## src/rtl/fetch_ctrl.sv

```systemverilog
// Fetch sequencer: issues imem requests at the PC, tags in-flight fetches with an epoch,
// buffers in-order responses for decode, and handles halt drain and response timeout.
module fetch_ctrl #(
  parameter int MAX_OUTSTANDING = 2,
  parameter int TIMEOUT         = 255
) (
  input  logic        i_clk,
  input  logic        i_rst_n,
  input  logic [31:0] i_pc_addr,
  input  logic        i_redirect,
  output logic        o_pc_hold,
  output logic        o_imem_req,
  output logic [31:0] o_imem_addr,
  input  logic        i_imem_gnt,
  input  logic        i_imem_rvalid,
  input  logic [31:0] i_imem_rdata,
  output logic        o_inst_valid,
  output logic [31:0] o_inst,
  output logic [31:0] o_inst_pc,
  input  logic        i_inst_ready,
  input  logic        i_halt_req,
  output logic        o_halted,
  output logic        o_fetch_err
);
  localparam int PW = (MAX_OUTSTANDING > 1) ? $clog2(MAX_OUTSTANDING) : 1;
  localparam int CW = $clog2(MAX_OUTSTANDING + 1);
  localparam logic [PW-1:0] PTR_LAST = PW'(MAX_OUTSTANDING - 1);
  localparam logic [CW-1:0] CNT_MAX  = CW'(MAX_OUTSTANDING);
  localparam logic [7:0]    TMO_VAL  = 8'(TIMEOUT);

  typedef enum logic [2:0] {S_IDLE, S_RUN, S_DRAIN, S_HALTED, S_ERR} state_e;
  state_e state_q, state_d;

  logic [31:0]                tag_addr_q [MAX_OUTSTANDING];
  logic [MAX_OUTSTANDING-1:0] tag_ep_q;
  logic [PW-1:0]              tag_wr_q, tag_wr_d, tag_rd_q, tag_rd_d;
  logic [CW-1:0]              out_q, out_d;

  logic [31:0]   buf_inst_q [MAX_OUTSTANDING];
  logic [31:0]   buf_pc_q   [MAX_OUTSTANDING];
  logic [PW-1:0] buf_wr_q, buf_wr_d, buf_rd_q, buf_rd_d;
  logic [CW-1:0] buf_cnt_q, buf_cnt_d;

  logic       epoch_q, epoch_d;
  logic [7:0] timer_q, timer_d;

  logic fire, rsp, hit, pop, push, overflow, proto_err, tmo;

  function automatic logic [PW-1:0] ptr_inc(input logic [PW-1:0] p);
    return (p == PTR_LAST) ? '0 : p + PW'(1);
  endfunction

  // Credit counts both in-flight and buffered entries so a response always has a slot.
  assign o_imem_req  = (state_q == S_RUN) &&
                       (({1'b0, out_q} + {1'b0, buf_cnt_q}) < {1'b0, CNT_MAX});
  assign o_imem_addr = i_pc_addr;
  assign fire        = o_imem_req & i_imem_gnt;
  assign rsp         = i_imem_rvalid & (out_q != '0);
  assign hit         = rsp & (tag_ep_q[tag_rd_q] == epoch_q);

  assign o_inst_valid = (buf_cnt_q != '0) && (state_q != S_ERR);
  assign pop          = o_inst_valid & i_inst_ready;
  assign overflow     = hit && (buf_cnt_q == CNT_MAX) && !pop;
  assign push         = hit & !overflow & !i_redirect;
  assign proto_err    = (i_imem_rvalid && (out_q == '0)) || overflow;
  assign tmo          = (timer_q == TMO_VAL);

  assign o_pc_hold   = (state_q == S_ERR) | (!fire & !i_redirect);
  assign o_halted    = (state_q == S_HALTED);
  assign o_fetch_err = (state_q == S_ERR);
  assign o_inst      = o_inst_valid ? buf_inst_q[buf_rd_q] : '0;
  assign o_inst_pc   = o_inst_valid ? buf_pc_q[buf_rd_q]   : '0;

  always_comb begin
    state_d = state_q;
    case (state_q)
      S_IDLE:   state_d = S_RUN;
      S_RUN:    if (i_halt_req) state_d = S_DRAIN;
      S_DRAIN:  if (out_q == '0) state_d = S_HALTED;
      S_HALTED: if (!i_halt_req) state_d = S_RUN;
      default:  state_d = S_ERR;
    endcase
    if (proto_err || tmo) state_d = S_ERR;
  end

  always_comb begin
    tag_wr_d  = tag_wr_q;
    tag_rd_d  = tag_rd_q;
    out_d     = out_q;
    buf_wr_d  = buf_wr_q;
    buf_rd_d  = buf_rd_q;
    buf_cnt_d = buf_cnt_q;
    epoch_d   = epoch_q;
    timer_d   = '0;
    if (fire) tag_wr_d = ptr_inc(tag_wr_q);
    if (rsp)  tag_rd_d = ptr_inc(tag_rd_q);
    case ({fire, rsp})
      2'b10:   out_d = out_q + CW'(1);
      2'b01:   out_d = out_q - CW'(1);
      default: out_d = out_q;
    endcase
    if ((out_q != '0) && !i_imem_rvalid) timer_d = timer_q + 8'd1;
    // Redirect flushes the buffer; in-flight tags stay so stale responses drain and drop.
    if (i_redirect) begin
      epoch_d   = ~epoch_q;
      buf_wr_d  = '0;
      buf_rd_d  = '0;
      buf_cnt_d = '0;
    end else begin
      if (push) buf_wr_d = ptr_inc(buf_wr_q);
      if (pop)  buf_rd_d = ptr_inc(buf_rd_q);
      case ({push, pop})
        2'b10:   buf_cnt_d = buf_cnt_q + CW'(1);
        2'b01:   buf_cnt_d = buf_cnt_q - CW'(1);
        default: buf_cnt_d = buf_cnt_q;
      endcase
    end
  end

  always_ff @(posedge i_clk or negedge i_rst_n) begin
    if (!i_rst_n) begin
      state_q   <= S_IDLE;
      tag_ep_q  <= '0;
      tag_wr_q  <= '0;
      tag_rd_q  <= '0;
      out_q     <= '0;
      buf_wr_q  <= '0;
      buf_rd_q  <= '0;
      buf_cnt_q <= '0;
      epoch_q   <= 1'b0;
      timer_q   <= '0;
    end else begin
      state_q   <= state_d;
      if (fire) tag_ep_q[tag_wr_q] <= epoch_q;
      tag_wr_q  <= tag_wr_d;
      tag_rd_q  <= tag_rd_d;
      out_q     <= out_d;
      buf_wr_q  <= buf_wr_d;
      buf_rd_q  <= buf_rd_d;
      buf_cnt_q <= buf_cnt_d;
      epoch_q   <= epoch_d;
      timer_q   <= timer_d;
    end
  end

  always_ff @(posedge i_clk) begin
    if (fire) tag_addr_q[tag_wr_q] <= i_pc_addr;
    if (push) begin
      buf_inst_q[buf_wr_q] <= i_imem_rdata;
      buf_pc_q[buf_wr_q]   <= tag_addr_q[tag_rd_q];
    end
  end

endmodule
```

## config.mk

```make
export PLATFORM = sky130hd
export DESIGN_NAME = fetch_ctrl
export DESIGN_NICKNAME = d
export VERILOG_FILES = /design/src/rtl/fetch_ctrl.sv
export SDC_FILE = /design/constraint.sdc
export NUM_CORES = 1
export LEC_CHECK = 0
export CAP_MARGIN = 20
export CORE_MARGIN = 10
export CORE_UTILIZATION = 45
export DETAILED_ROUTE_END_ITERATION = 16
export PLACE_DENSITY_LB_ADDON = 0.08
export RECOVER_POWER = 50
export SLEW_MARGIN = 30
export SYNTH_ARGS = -nofsm -noshare
export SYNTH_HDL_FRONTEND = slang
export SYNTH_SLANG_ARGS = --single-unit
export TNS_END_PERCENT = 50
```

## constraint.sdc

```tcl
create_clock -name i_clk -period 5.95 [get_ports i_clk]
set_clock_uncertainty 0.15 [all_clocks]
set_input_delay 0.8925 -clock i_clk [delete_from_list [all_inputs] [get_ports i_clk]]
set_output_delay 0.8925 -clock i_clk [all_outputs]
set_load 0.02 [all_outputs]
```

==> flow_summary.toml <==
[run_status]
outcome = "complete, but fails checks"
violations = "max-capacitance violations, max-slew violations"

[setup_path]
crit_chain = "and2_0, fa_1, nor3_1, and4b_1, and2_0, mux2_2"
crit_buf_inv = 0
slowest_delay_ns = 1.87
cp.required_ns = 6.16
worst-setup-path-type = "reg2reg"
cpMaxStageDelayCell = "and2_0"
crit_fanout = 33
cp_top_family = "simple AND/OR/NAND/NOR gates"
end_kind = "register"
cp_common_cell = "and2_0"
start_kind = "register"
critical_path_arrival_ns = 4.49

[logic_synthesis]
yosysSeqAreaShare_pct = 73.6
synth-simple-area-share_pct = 6.12
async_flop_share_pct = 10.3
synth_nets = 596
synth_flop_cell = "edfxtp_1"
synth_compound_area_share_pct = 1.25
synth_edf_count = 192
synth.most_common_cell = "edfxtp_1"
ys_top_cells_by_area = "edfxtp_1 (67%), mux2i_1 (7.6%), dfrtp_1 (6.4%)"
synth_top_family_by_area = "multiplexers"
postSynthAreaPerCell_sq_um = 16.4
yosysWarningCount = 0
synth_fa_ha_area_share_pct = 0.525
synthTopCellsByCount = "edfxtp_1 (192), nor2_1 (78), mux2i_1 (65)"
yosysTopAreaCell = "edfxtp_1"
syn_inst = 522
synthXorXnorAreaFrac_pct = 1.52
ys_types = 47
ys_ff_latch = 214
synth_area_sq_um = 8580
synth.area.mux_share_pct = 12.5
synth_top_cell_area_share_pct = 67.2

[floorplan]
die_w_microns = 158
dieArea_sq_um = 25000
initial_core_util_pct = 45.7
io_pins = 172
fp.coreArea_sq_um = 18800
die_y_microns = 158
rows = 50

[sta]
tightest_slew_ns = 2.57
period_minus_slack_ns = 4.28
rsz0062_at_grt = "false"
relSlewSlack_pct = -71.2
post-route-period-util_pct = 71.9
final_max_slew_viol_count = 69
setup_tns_ns = 0
finalHoldViolCount = 0
max_freq_ghz = 0.234
final-setup-viol-count = 0

[layout]
fill_cells = 1461
n_antenna_cell = 0
area_growth_syn_to_layout_pct = 28.7
drive_gt1_share_pct = 9.01
nets = 746

[hold_path]
hold_class = "reg2reg"

[clocking]
clockRootBuffer = "clkbuf_16"
clk_pin_slew_worst_paths_ns = 0.06
cts_buffers = 23
cts_resized = 0
cts_buffer_depth = 3
cts_tree = "built"
cts.sinks = 214
cts_htree_levels = 1
ctsHoldBuffers = 0
clock_latency_ns = 0.50
postCtsSetupBuffers = 0

[routing]
firstDrtPassIters = 4
dr_total_vias = 4591
wl_per_cell_microns = 18.8
routed_wl_microns = 17300
post-route-drc-count = 0
drtAntennaViolNets = 0
drtIter0Drc = 205
vias_per_cell = 4.98

[placement]
dp_hpwl_microns = 11000
gp_congestion = 0.794
portBuffers = 171

[power_and_ir_drop]
power.total_mw = 3.69
power.density_nw_per_um2 = 334
vdd_ir_drop_max_uv = 222
power.leakage_nw = 3.63

[flow_run]
maxCapViolCount = 2

[global_route]
grt_use_total_pct = 13.5
grt_max_degree = 66
grt_pass1_vias = 4952
antenna_found_initial = 0
overflow = 0
grt_first_pass_wirelength_microns = 26400
## power breakdown
| part | total [mW] | internal [mW] | switching, mW | leakage (nW) |
|---|---|---|---|---|
| clock network | 1.37 | 0.841 | 0.527 | 0.352 |
| registers | 1.90 | 1.78 | 0.112 | 2.02 |
| logic | 0.427 | 0.217 | 0.210 | 1.25 |
## cells by family after synthesis
kind of cell,count (synthesis)
xor+xnor,14
buf+inv,62
compound gates,15
flops,214
mux,101
simple gates,113
fa+ha+maj,3
## sequential cells by signal, indices dropped and copies added, names as in the netlist
| signal | cells |
|---|---|
| tag_wr_q | 1 |
| buf_rd_q | 1 |
| buf_cnt_q | 2 |
| out_q | 2 |
| state_q | 3 |
| epoch_q | 1 |
| buf_wr_q | 1 |
| timer_q | 8 |
| tag_ep_q | 2 |
| buf_inst_q | 64 |
| tag_rd_q | 1 |
| buf_pc_q | 64 |
| tag_addr_q | 64 |
## worst paths after layout
| check | start | endpoint | slack (ns) | depth (start not counted) |
|---|---|---|---|---|
| max in group asynchronous | i_rst_n | buf_rd_q | 4.29 | 1 |
| worst min-delay path | timer_q[0] | timer_q[0] | 0.35 | 1 |
| min in group asynchronous | i_rst_n | tag_wr_q | 0.49 | 1 |
| worst max register to register | buf_cnt_q[0] | tag_ep_q[1] | 1.67 | 6 |
| worst min register to register | timer_q[0] | timer_q[0] | 0.35 | 1 |
| worst max-delay path | buf_cnt_q[0] | tag_ep_q[1] | 1.67 | 6 |
## area by class of cell
cell class	instances	area, sq um	share of cell area (%)
Timing Repair Buffer	178	1780	16.1
Tap cell	234	293	2.65
Clock buffer	31	606	5.48
Clock inverter	10	123	1.11
Multi-Input combinational cell	246	1890	17.1
Sequential cell	214	6320	57.2
Inverter	9	33.8	0.306
## worst register-to-register path: stages, from the launching register on
cell     delay (ns)
dfrtp_1        0.47
and2_0         0.22
fa_1           0.44
nor3_1         0.24
and4b_1        0.29
and2_0         1.87
mux2_2         0.47
## cell usage in the layout (no fill, tap or decap), types with 2 or more instances in the layout
| master | instances |
|---|---|
| edfxtp_1 | 192 |
| clkdlybuf4s50_1 | 103 |
| nor2_1 | 77 |
| dlygate4sd3_1 | 67 |
| mux2i_1 | 66 |
| clkbuf_16 | 23 |
| dfrtp_1 | 21 |
| mux2_1 | 18 |
| mux2_2 | 16 |
| xnor2_1 | 9 |
| clkbuf_1 | 9 |
| inv_1 | 8 |
| nor3_1 | 6 |
| buf_4 | 6 |
| nand2_1 | 5 |
| o21ai_0 | 5 |
| clkinv_1 | 5 |
| nand3_1 | 4 |
| xor2_1 | 4 |
| bufinv_16 | 3 |
| or3_1 | 2 |
| or2_0 | 2 |
| and2_0 | 2 |
| nand3b_1 | 2 |
| o211ai_1 | 2 |
| a31oi_1 | 2 |
| ha_1 | 2 |
## metrics by stage
stage / std cells / setup slack [ns] / hold WS, ns / utilization [%] / instance area, sq um
CTS: 922 / 1.95 / 0.344 / 59.0 / 11100
global route: 922 / 1.36 / 0.366 / 58.8 / 11000
detailed placement: 881 / 2.47 / 0.317 / 55.1 / 10300
floorplan: 522 / -0.483 / 0.283 / - / 8590
finish: 922 / 1.67 / 0.350 / 58.8 / 11000
global placement: 880 / 2.49 / 0.295 / 55.0 / 10300
## routing by layer
metal | share of wire (%) | track usage, % | vias up | wire length [microns]
met5 | 0 | 0 | - | 0
met4 | 1.8 | 4.10 | 0 | 315
met3 | 7.9 | 3.99 | 29 | 1370
met2 | 48 | 22.6 | 162 | 8330
met1 | 42 | 16.6 | 2201 | 7310
li1 | - | - | 2199 | -
Note: power is estimated with default switching activity, not from simulation.
